==> src/rtl/car_lane_traffic_if.sv <==
// rtl/car_lane_traffic_if.sv - Frog position, game control and car lane outputs bundle
interface car_lane_traffic_if #(
    parameter int NUM_LANES = 4
);
    logic                    i_Game_Active;
    logic                    i_Level_Up;
    logic [9:0]              i_Frog_X;
    logic [9:0]              i_Frog_Y;
    logic                    o_Has_Collided;
    logic [10*NUM_LANES-1:0] o_Car_X;

    modport master (
        output i_Game_Active,
        output i_Level_Up,
        output i_Frog_X,
        output i_Frog_Y,
        input  o_Has_Collided,
        input  o_Car_X
    );

    modport slave (
        input  i_Game_Active,
        input  i_Level_Up,
        input  i_Frog_X,
        input  i_Frog_Y,
        output o_Has_Collided,
        output o_Car_X
    );
endinterface

==> src/rtl/car_lane_traffic.sv <==
// rtl/car_lane_traffic.sv - Wrapping car lanes with level-scaled speed and frog collision strobe
module car_lane_traffic #(
    parameter int NUM_LANES       = 4,
    parameter int TILE_SIZE       = 32,
    parameter int CAR_WIDTH       = 64,
    parameter int H_VISIBLE_AREA  = 640,
    parameter int LANE_Y0         = 128,
    parameter int CAR_STEP        = 8,
    parameter int BASE_COUNT      = 3125000,
    parameter int SPEED_STEP      = 250000,
    parameter int MIN_COUNT       = 625000,
    parameter int COOLDOWN_CYCLES = 4
) (
    input  logic                i_Clk,
    input  logic                i_Rst,
    car_lane_traffic_if.slave   bus
);
    localparam int CNT_W  = $clog2(BASE_COUNT + SPEED_STEP + 1);
    localparam int COOL_W = $clog2(COOLDOWN_CYCLES + 1);

    localparam logic [CNT_W-1:0]  L_BASE    = CNT_W'(BASE_COUNT);
    localparam logic [CNT_W-1:0]  L_STEP    = CNT_W'(SPEED_STEP);
    localparam logic [CNT_W-1:0]  L_MIN     = CNT_W'(MIN_COUNT);
    localparam logic [COOL_W-1:0] COOL_INIT = COOL_W'(COOLDOWN_CYCLES);
    localparam logic [10:0]       H_W       = 11'(H_VISIBLE_AREA);
    localparam logic [10:0]       W_W       = 11'(CAR_WIDTH);
    localparam logic [10:0]       T_W       = 11'(TILE_SIZE);
    localparam logic [10:0]       S_W       = 11'(CAR_STEP);

    typedef enum logic [1:0] {
        ST_DISABLED,
        ST_ARMED,
        ST_HIT,
        ST_COOLDOWN
    } state_t;

    state_t              state_q, state_d;
    logic [CNT_W-1:0]    limit_q, limit_d;
    logic [CNT_W-1:0]    cnt_q, cnt_d;
    logic [COOL_W-1:0]   cool_q, cool_d;
    logic                collided_q, collided_d;
    logic [10:0]         car_x_q [NUM_LANES];
    logic [10:0]         car_x_d [NUM_LANES];
    logic [10:0]         car_init [NUM_LANES];
    logic [10:0]         moved_x [NUM_LANES];
    logic [NUM_LANES-1:0] lane_hit;
    logic [10*NUM_LANES-1:0] car_flat;

    logic [10:0]      frog_x;
    logic [10:0]      frog_y;
    logic             hit;
    logic             running;
    logic             tick;
    logic [CNT_W-1:0] limit_dec;

    assign frog_x = {1'b0, bus.i_Frog_X};
    assign frog_y = {1'b0, bus.i_Frog_Y};

    for (genvar g = 0; g < NUM_LANES; g++) begin : g_lane
        localparam logic [10:0] LANE_Y = 11'(LANE_Y0 + g * TILE_SIZE);
        logic [10:0] raw_d;
        logic [10:0] wrap_d;

        assign car_init[g] = 11'((g * H_VISIBLE_AREA / NUM_LANES) % H_VISIBLE_AREA);

        // Distance frog-minus-car modulo the screen width; the upper window catches overlap across the seam
        assign raw_d  = (frog_x >= car_x_q[g]) ? frog_x - car_x_q[g]
                                               : frog_x + H_W - car_x_q[g];
        assign wrap_d = (raw_d >= H_W) ? raw_d - H_W : raw_d;
        assign lane_hit[g] = (frog_y == LANE_Y) && ((wrap_d < W_W) || (wrap_d > H_W - T_W));

        if (g % 2 == 0) begin : g_right
            logic [10:0] sum;
            assign sum        = car_x_q[g] + S_W;
            assign moved_x[g] = (sum >= H_W) ? sum - H_W : sum;
        end else begin : g_left
            assign moved_x[g] = (car_x_q[g] < S_W) ? car_x_q[g] + H_W - S_W
                                                   : car_x_q[g] - S_W;
        end
    end

    assign hit       = |lane_hit;
    assign running   = (state_q == ST_ARMED) || (state_q == ST_COOLDOWN);
    assign tick      = running && (cnt_q >= limit_q);
    assign limit_dec = (limit_q >= L_MIN + L_STEP) ? limit_q - L_STEP : L_MIN;

    always_comb begin
        state_d = state_q;
        limit_d = limit_q;
        cnt_d   = cnt_q;
        cool_d  = cool_q;
        car_x_d = car_x_q;

        if (running) begin
            cnt_d = tick ? '0 : cnt_q + 1'b1;
        end
        if (tick) begin
            car_x_d = moved_x;
        end
        if (running && bus.i_Level_Up) begin
            limit_d = limit_dec;
        end

        case (state_q)
            ST_DISABLED: begin
                if (bus.i_Game_Active) begin
                    state_d = ST_ARMED;
                end
            end
            ST_ARMED: begin
                // Collision overrides a coincident level-up and restores base speed
                if (hit && bus.i_Game_Active) begin
                    state_d = ST_HIT;
                    limit_d = L_BASE;
                end
            end
            ST_HIT: begin
                state_d = ST_COOLDOWN;
                cool_d  = COOL_INIT;
            end
            ST_COOLDOWN: begin
                cool_d = cool_q - 1'b1;
                if (cool_q <= 1) begin
                    state_d = ST_ARMED;
                end
            end
            default: state_d = ST_DISABLED;
        endcase

        if (!bus.i_Game_Active) begin
            state_d = ST_DISABLED;
        end
    end

    assign collided_d = (state_d == ST_HIT);

    always_ff @(posedge i_Clk or posedge i_Rst) begin
        if (i_Rst) begin
            state_q    <= ST_DISABLED;
            limit_q    <= L_BASE;
            cnt_q      <= '0;
            cool_q     <= '0;
            collided_q <= 1'b0;
            car_x_q    <= car_init;
        end else begin
            state_q    <= state_d;
            limit_q    <= limit_d;
            cnt_q      <= cnt_d;
            cool_q     <= cool_d;
            collided_q <= collided_d;
            car_x_q    <= car_x_d;
        end
    end

    always_comb begin
        car_flat = '0;
        for (int i = 0; i < NUM_LANES; i++) begin
            car_flat[10*i +: 10] = car_x_q[i][9:0];
        end
    end

    assign bus.o_Car_X        = car_flat;
    assign bus.o_Has_Collided = collided_q;
endmodule
==> src/flat_wrapper.sv <==
// flat-port wrapper written by rule: the top's interface ports become plain ports
module car_lane_traffic_flat 
#(
    parameter int NUM_LANES       = 4,
    parameter int TILE_SIZE       = 32,
    parameter int CAR_WIDTH       = 64,
    parameter int H_VISIBLE_AREA  = 640,
    parameter int LANE_Y0         = 128,
    parameter int CAR_STEP        = 8,
    parameter int BASE_COUNT      = 3125000,
    parameter int SPEED_STEP      = 250000,
    parameter int MIN_COUNT       = 625000,
    parameter int COOLDOWN_CYCLES = 4
)
  (i_Clk, i_Rst, bus_i_Game_Active, bus_i_Level_Up, bus_i_Frog_X, bus_i_Frog_Y, bus_o_Has_Collided, bus_o_Car_X);
  car_lane_traffic_if #(.NUM_LANES(NUM_LANES)) bus_i ();
  input  logic i_Clk;
  input  logic i_Rst;
  input wire logic [$bits(bus_i.i_Game_Active)-1:0] bus_i_Game_Active;
  input wire logic [$bits(bus_i.i_Level_Up)-1:0] bus_i_Level_Up;
  input wire logic [$bits(bus_i.i_Frog_X)-1:0] bus_i_Frog_X;
  input wire logic [$bits(bus_i.i_Frog_Y)-1:0] bus_i_Frog_Y;
  output wire logic [$bits(bus_i.o_Has_Collided)-1:0] bus_o_Has_Collided;
  output wire logic [$bits(bus_i.o_Car_X)-1:0] bus_o_Car_X;
  assign bus_i.i_Game_Active = bus_i_Game_Active;
  assign bus_i.i_Level_Up = bus_i_Level_Up;
  assign bus_i.i_Frog_X = bus_i_Frog_X;
  assign bus_i.i_Frog_Y = bus_i_Frog_Y;
  assign bus_o_Has_Collided = bus_i.o_Has_Collided;
  assign bus_o_Car_X = bus_i.o_Car_X;
  car_lane_traffic #(.NUM_LANES(NUM_LANES), .TILE_SIZE(TILE_SIZE), .CAR_WIDTH(CAR_WIDTH), .H_VISIBLE_AREA(H_VISIBLE_AREA), .LANE_Y0(LANE_Y0), .CAR_STEP(CAR_STEP), .BASE_COUNT(BASE_COUNT), .SPEED_STEP(SPEED_STEP), .MIN_COUNT(MIN_COUNT), .COOLDOWN_CYCLES(COOLDOWN_CYCLES)) u_core (.i_Clk(i_Clk), .i_Rst(i_Rst), .bus(bus_i));
endmodule
==> config.mk <==
export PLATFORM = sky130hd
export DESIGN_NAME = car_lane_traffic_flat
export DESIGN_NICKNAME = d
export VERILOG_FILES = /design/src/rtl/car_lane_traffic_if.sv /design/src/rtl/car_lane_traffic.sv /design/src/flat_wrapper.sv
export SDC_FILE = /design/constraint.sdc
export NUM_CORES = 1
export LEC_CHECK = 0
export ABC_AREA = 1
export CAP_MARGIN = 15
export CORE_UTILIZATION = 50
export CTS_CLUSTER_SIZE = 30
export DETAILED_ROUTE_END_ITERATION = 16
export HOLD_SLACK_MARGIN = 0.06
export PLACE_DENSITY_LB_ADDON = 0.1
export SYNTH_ARGS = -nofsm -noshare
export SYNTH_HDL_FRONTEND = slang
export SYNTH_SLANG_ARGS = --single-unit
==> constraint.sdc <==
create_clock -name i_Clk -period 4.4 [get_ports i_Clk]
set_clock_uncertainty 0.1 [all_clocks]
set_input_delay 0.88 -clock i_Clk [delete_from_list [all_inputs] [get_ports i_Clk]]
set_output_delay 0.88 -clock i_Clk [all_outputs]
set_load 0.1 [all_outputs]
# Word level (Yosys, flattened, before mapping)

Cells that the tools add are included.

Register bits after elaboration: 94
Bits of input ports: 24
Output and inout port bits: 41
Word-level logic and storage cells: 103

$add $sub $neg: 26
Magnitude comparators: 23
Equal/unequal tests: 8
Multiplexer cells: 22
Reductions and logical operators: 15

Operators with widths:

| operator               | count |
|---|---|
| $mux 11                | 12 |
| $mux 22                | 5 |
| $ge 11x10->1 const B   | 6 |
| $sub 11x10->11 const B | 6 |
| $ge 10x11->1           | 4 |
| $gt 11x10->1 const B   | 4 |
| $lt 11x7->1 const B    | 4 |
| $sub 10x11->11         | 4 |
| $sub 11x11->11         | 4 |
| $sub 11x4->11 const B  | 4 |
| $eq 10x8->1 const B    | 4 |
| $add 11x10->11 const B | 2 |
| $add 11x4->11 const B  | 2 |
| $add 22x1->22 const B  | 1 |
| $ge 22x20->1 const B   | 1 |
| $ge 22x22->1           | 1 |
| $lt 11x4->1 const B    | 2 |
| $sub 22x18->22 const B | 1 |
| $add 10x10->11 const B | 1 |
| $pmux 2 s4             | 1 |
| $logic_and 1x1->1      | 7 |
| $eq 2x2->1 const B     | 3 |
| $mux 2                 | 3 |
| $pmux 3 s2             | 1 |
| 7 further kinds        | 11 |

# Longest topological paths before layout

Gate-level depths: netlist of the first run.

Depth after elaboration: 14
Mapped depth: 33
Depth with buffers taken out: 32

# Worst setup path after synthesis of the first run

Ideal clock, no wire load.

Kind: input-to-reg
From: in bus_i_Frog_X[3]
To: reg u_core.limit_q[0]
Arrival time: 3.512 ns
Path slack: 0.656 ns
Stages on the path: 29
Cells stage by stage: inv_1 ha_1 fa_1 o21ai_2 nand2_1 nand3_1 nand2_1 nand2_1 ha_1 nand2_1 nor2_1 nand2_1 nand2_1 nand3_1 nand2_1 nand2_1 nand2_1 inv_1 nand2_1 nand2_1 nand2_1 nand2_1 nand2_1 clkinv_1 nand3_2 nand2_2 buf_6 nand2_1 nor2_1

Longest elaborated chain between the ends: 12

Ends and longest elaborated chain:

| what                                                  | line                    | source |
|---|---|---|
| start: declaration                                    | flat_wrapper.sv:21      | `input wire logic [$bits(bus_i.i_Frog_X)-1:0] bus_i_Frog_X;` |
| $add 10x10->11                                        | car_lane_traffic.sv:68  | `: frog_x + H_W - car_x_q[g];` |
| $sub 11x11->11                                        | car_lane_traffic.sv:68  |  |
| $mux 11                                               | car_lane_traffic.sv:67  | `assign raw_d = (frog_x >= car_x_q[g]) ? frog_x - car_x_q[g]` |
| $sub 11x10->11 / $ge 11x10->1 (equally long branches) | car_lane_traffic.sv:69  | `assign wrap_d = (raw_d >= H_W) ? raw_d - H_W : raw_d;` |
| $mux 11                                               | car_lane_traffic.sv:69  |  |
| $lt 11x7->1 / $gt 11x10->1 (equally long branches)    | car_lane_traffic.sv:70  | `assign lane_hit[g] = (frog_y == LANE_Y) && ((wrap_d < W_W) \|\| (wrap_d > H_W - T_W));` |
| $logic_or 1x1->1                                      | car_lane_traffic.sv:70  |  |
| $logic_and 1x1->1                                     | car_lane_traffic.sv:70  |  |
| $reduce_or 4->1 *                                     | car_lane_traffic.sv:82  | `assign hit = \|lane_hit;` |
| $logic_and 1x1->1 *                                   | car_lane_traffic.sv:112 | `if (hit && bus.i_Game_Active) begin` |
| $mux 22 *                                             | car_lane_traffic.sv:112 |  |
| $mux 22 *                                             | car_lane_traffic.sv:104 | `case (state_q)` |
| named net u_core.limit_d[0]                           | car_lane_traffic.sv:38  | `logic [CNT_W-1:0] limit_q, limit_d;` |
| end signal: assignment                                | car_lane_traffic.sv:147 | `limit_q <= limit_d;` |
| end: declaration                                      | car_lane_traffic.sv:38  |  |

Mark *: on every way through the listed nets, which the timed path passes. The rest lies on a longest branch.
A chain may end at the register's enable or synchronous reset.

# Worst setup path in the final report of the first run

From: in bus_i_Frog_X[7]
To: reg u_core.limit_q[7]

The elaborated chain is that of the path after synthesis.

==> flow_summary.yaml, run 1 <==
sta:
  finalHoldViolCount: 0
  max_slew_margin_pct: 30.7
  min_period_ns: 4.11
  hold_ws_ns: 0.375
  tightest_slew_ns: 1.04
  maxSlewViolCount: 0
  final.setup.tns_ns: 0
  fmax_mhz: 243
  fin_crit_sh_pct: 93.4
  setup_viol: 0
min_path:
  hp-class: "reg -> reg"
  min-delay-start: "u_core.limit_q[21]"
detailed_routing:
  viasPerCell: 4.99
  drt-wirelength-per-cell_microns: 13.2
  first_iter_violations: 304
  drtPass1Iterations: 5
  highest_layer: "met4"
  ant_nets: 0
  vias: 8162
  wl_met3_microns: 885
  wl_met1_mm: 9.74
  drc: 0
  routed_wl_mm: 21.6
  wl_met2_mm: 10.3
synth:
  yosysMostFrequentCell: "nand2_1"
  synth_compound_area_share_pct: 8.69
  synth-adder-area-share_pct: 13.4
  yosys.area_share.simple_pct: 32.2
  synth_top_family_by_area: "simple AND/OR/NAND/NOR gates"
  synth.top_cells.by_count: "336 x nand2_1, 198 x inv_1, 108 x nor2_1"
  synth_largest_area_cell: "dfrtp_1"
  synth_ff_type: "dfrtp_1"
  netlist_area_sq_um: 8520
  yosysTopAreaCellShare_pct: 18.2
  ys_types: 53
  netlist_top_cells_area: "dfrtp_1 18%, nand2_1 15%, ha_1 13%"
  synth_xor_area_share_pct: 7.82
  syn_avg_cell_area_sq_um: 6.71
  synthCells: 1271
  synth_edf_count: 0
  async_reset_ff_share_pct: 100
  ys_seq_area_share_pct: 24.4
  ys_ff_latch: 82
  yosys_warnings: 0
  synth.area.mux_share_pct: 0
finish:
  drive_gt1_share_pct: 14.3
  fin_nets: 1524
  n_antenna_cell: 0
  synthToLayoutAreaGrowth_pct: 20.9
clock_tree:
  cts_max_level: 3
  holdBufCountCts: 0
  cts_buffers: 9
  clk_latency_ns: 0.35
  clk_pin_slew_worst_paths_ns: 0.07
  cts_tree: "yes"
  clock_path_buffers: 2
  cts_sinks: 82
  cts_root_buffer: "clkbuf_16"
outcome:
  outcome: "finished clean"
die:
  io_pins: 65
  die-area_sq_um: 17600
  coreArea_sq_um: 16600
  rows: 47
  initial_core_util_pct: 51.2
  die_w_microns: 133
  fp.dieH_microns: 133
worst_setup_path:
  worstPathArrival_ns: 4.28
  cp.required_ns: 4.57
  cp-start-kind: "primary input"
  path_class: "in -> reg"
  crit_fanout: 21
  endpoint_kind: "flop"
  worst_r2r_startpoint: "u_core.bus.o_Car_X[28]"
  startpoint: "bus_i_Frog_X[7]"
pwr:
  p_seq_share_pct: 32.8
  ir_drop_mv: 0.228
  leakage_nw: 5.37
  swShare_pct: 37.2
  p_int_mw: 1.82
  power_mw: 2.90
  power_density_nw_per_um2: 281
  netSwitchingPower_mw: 1.08
  power_frac_clock_pct: 29.3
  p_comb_share_pct: 37.9
global_routing:
  grt_overflow_total: 0
  antenna_found_initial: 0
  grt_max_degree: 42
  grt_pass1_wl_mm: 36.3
  grt.total_usage_pct: 25.7
  grt_pass1_vias: 7921
run:
  cap_violations: 0
placement:
  dp_hpwl_mm: 17.5
  place_congestion: 0.869
  io_buffers: 52
==> cell families after synthesis <==
group,Yosys count
and+or+nand+nor,633
AOI/OAI and AO/OA,131
DFF,82
xor gates and xnor gates,71
adders and majority gates,90
other,1
buffers and inverters,263
==> final cells by class <==
type,count,area [sq um]
repair buffers,169,1420
clock buffers,12,279
fillers,1587,6340
flip-flops and latches,82,2080
inverters,211,793
clock inverters,4,55.1
well taps,220,275
multi-input cells,937,5400
==> worst max-delay path: stages <==
cell and delay, ns:
clkdlybuf4s50_1 0.46, buf_4 0.20, ha_1 0.40, ha_1 0.39
xnor2_1 0.20, nand2_1 0.07, nand2_1 0.09, ha_1 0.14
nand2_1 0.05, nor2_1 0.10, nand2_1 0.06, nand2_1 0.05
nand3_1 0.07, nand2_1 0.09, nand2_1 0.06, nand2_1 0.07
nand3_1 0.06, nand2_1 0.06, nand3_1 0.08, nand2_1 0.08
nand2_1 0.05, clkinv_1 0.05, nand3_2 0.07, nand2_2 0.08
buf_12 0.15, nand2_1 0.06, nor2_1 0.12
==> routing by layer <==
layer	vias to the layer above	GRT usage, %
met1	3669	31.3
li1	4283	-
met3	51	3.91
met4	0	10.5
met2	159	45.4
met5	-	0
==> what timing repair did <==
item | 4_1_cts | 5_1_grt
endpoints found under the setup margin | 0 | 22
setup buffers | 0 | 1
resized for setup | 0 | 16
==> worst paths after layout <==
kind,endpoint,depth (start not counted),slack [ns]
hold / removal,u_core.limit_q[21],2,0.37
hold reg to reg,u_core.limit_q[21],2,0.37
setup reg to reg,u_core.limit_q[7],29,0.77
min in group asynchronous,u_core.cnt_q[1],2,0.84
max in group asynchronous,u_core.limit_q[18],3,2.54
setup / recovery,u_core.limit_q[7],27,0.29
==> cell usage in the layout (no fill, tap or decap), drive strengths merged, types with 3 or more instances in the layout <==
cell             n
ha              88
a21o             4
xnor2            8
a21oi           47
a31oi            4
inv            207
nand4           19
nor4             8
dfstp           20
nand3b           6
buf            117
nand3          111
dfrtp           62
o31ai            3
clkdlybuf4s50   52
conb            12
clkbuf          12
nand2          343
xor2            63
nor3b            3
o21bai           3
o21ai           54
nor3            24
clkinv           7
nor2           115
o211ai           6
==> power groups by stage <==
stage               combinational, mW  clock [mW]  sequential [mW]
floorplan                       0.775           0            0.938
global placement                 1.06           0            0.961
detailed placement               1.08           0            0.960
CTS                              1.09       0.873            0.952
global route                     1.26       0.896            0.967
finish                           1.10       0.850            0.953
==> sequential cells by signal, summed over array words and instances (netlist names) <==
register	flops
u_core.cnt_q	22
u_core.bus.o_Has_Collided	1
u_core.state_q	2
u_core.car_x_q	4
u_core.bus.o_Car_X	28
u_core.cool_q	3
u_core.limit_q	22
==> metrics by stage <==
step / area [sq um] / util (%) / instances / setup slack, ns
floorplan: 8560 / - / 1282 / 0.656
finish: 10300 / 61.9 / 1635 / 0.291
detailed placement: 9900 / 59.5 / 1618 / -0.115
global route: 10300 / 61.9 / 1635 / -0.0266
global placement: 9900 / 59.5 / 1618 / -0.0590
CTS: 10200 / 61.5 / 1634 / 0.248
Power figures use the tool's default switching activity.
==> run 2: changes to the inputs <==
CORE_UTILIZATION = 61   (was 50)
==> flow_summary.yaml, run 2 (synthesis results as in run 1) <==
outcome:
  outcome: "finished clean"
worst_setup_path:
  max_stage_delay_ns: 0.48
  crit_top_cell: "nand2_1"
  path_delay_family: "simple AND/OR/NAND/NOR gates"
  reg2reg_slack_ns: 0.73
  cp.required_ns: 4.58
  cp.buffers_inverters: 7
  path_class: "in -> reg"
  crit_fanout: 21
  cp-start-kind: "primary input"
  crit_slowest_cell: "clkdlybuf4s50_1"
  worstPathArrival_ns: 4.29
  endpoint_kind: "flop"
die:
  io_pins: 65
  die-area_sq_um: 14400
  coreArea_sq_um: 13500
  fp.dieH_microns: 120
  die_w_microns: 120
  initial_core_util_pct: 63.4
  rows: 42
sta:
  hold_ws_ns: 0.380
  finalHoldViolCount: 0
  fmax_mhz: 243
  setup_slack_ns: 0.291
  tightest_slew_ns: 1.03
  min_period_ns: 4.11
  fin_crit_sh_pct: 93.4
  setup_viol: 0
  final.setup.tns_ns: 0
  max_slew_margin_pct: 30.8
  maxSlewViolCount: 0
placement:
  dp_hpwl_mm: 17.1
  place_area_sq_um: 9770
  place_ws_ns: -0.129
  io_buffers: 52
  place_congestion: 0.937
  post-place-cells: 1564
pwr:
  power_mw: 2.97
  leakage_nw: 5.36
  ir_drop_mv: 0.167
  power_density_nw_per_um2: 291
finish:
  fillers: 1069
  largest_reg_flops: 28
  utilization_pct: 76.0
  stdcell_area_sq_um: 10200
  n_antenna_cell: 0
  synthToLayoutAreaGrowth_pct: 19.9
  layout_commonest_cell: "nand2_1"
  fin_cells: 1583
  multi_input_comb_area_sq_um: 5390
  final_cell_mix: "334 x nand2_1, 196 x inv_1, 106 x nand3_1, 105 x nor2_1, 105 x buf_4"
  ff_latch_area_sq_um: 2080
  drive_gt1_share_pct: 13.7
  fin_nets: 1516
clock_tree:
  cts_max_level: 3
  cts_root_buffer: "clkbuf_16"
  cts_tree: "yes"
  clk_latency_ns: 0.35
  clock_path_buffers: 2
  clk_pin_slew_worst_paths_ns: 0.07
  cts_buffers: 9
  cts_sinks: 82
  holdBufCountCts: 0
detailed_routing:
  drtPass1Iterations: 5
  drc: 0
  vias: 8276
  routed_wl_mm: 21.7
  first_iter_violations: 489
  ant_nets: 0
  drt-wirelength-per-cell_microns: 13.7
  viasPerCell: 5.23
global_routing:
  grt_max_degree: 49
  grt.total_usage_pct: 30.6
  grt_overflow_total: 0
  grt_pass1_vias: 7804
  grt_pass1_wl_mm: 35.3
  antenna_found_initial: 0
min_path:
  hp-class: "reg -> reg"
run:
  cap_violations: 0
==> run 2: cell type report <==
class                   instances  area share (%)
inverters                     211            7.80
repair buffers                161            13.6
multi-input cells             937            52.7
flip-flops and latches         82            20.3
clock buffers                   9            2.20
clock inverters                 7            1.22
well taps                     176            2.15
==> run 2: path summary, 6_finish.rpt <==
path,from,end,cells after the start
worst min-delay path,u_core.limit_q[21],u_core.limit_q[21],2
min in group asynchronous,i_Rst,u_core.cnt_q[7],2
worst min register to register,u_core.limit_q[21],u_core.limit_q[21],2
worst max register to register,u_core.limit_q[3],u_core.cnt_q[6],18
worst max-delay path,bus_i_Frog_X[3],u_core.limit_q[2],31
max in group asynchronous,i_Rst,u_core.bus.o_Car_X[35],3
==> run 2: per-layer routing <==
layer / part of all wire (%) / vias up / global-route usage (%)
li1: - / 4271 / -
met5: 0 / - / 0
met2: 50 / 197 / 55.6
met1: 43 / 3762 / 36.3
met4: 2.7 / 0 / 11.2
met3: 4.3 / 46 / 4.72
==> run 2: timing repair <==
item / in CTS / in global routing
hold endpoints to repair: 0 / 0
endpoints found under the setup margin: 0 / 22
buffers inserted: 0 / 3
gates resized for setup: 0 / 17
==> run 2: tightest hold or removal path, delay by kind of cell (launching register included) <==
family | cells | cell delay (ns)
AND/OR/NAND/NOR | 2 | 0.11
flip-flops | 1 | 0.37
==> run 2: where the power goes <==
group | internal, mW | switching (mW) | total (mW)
Combinational | 0.435 | 0.679 | 1.11
Sequential | 0.869 | 0.0835 | 0.952
Clock | 0.561 | 0.343 | 0.904
Total | 1.86 | 1.11 | 2.97
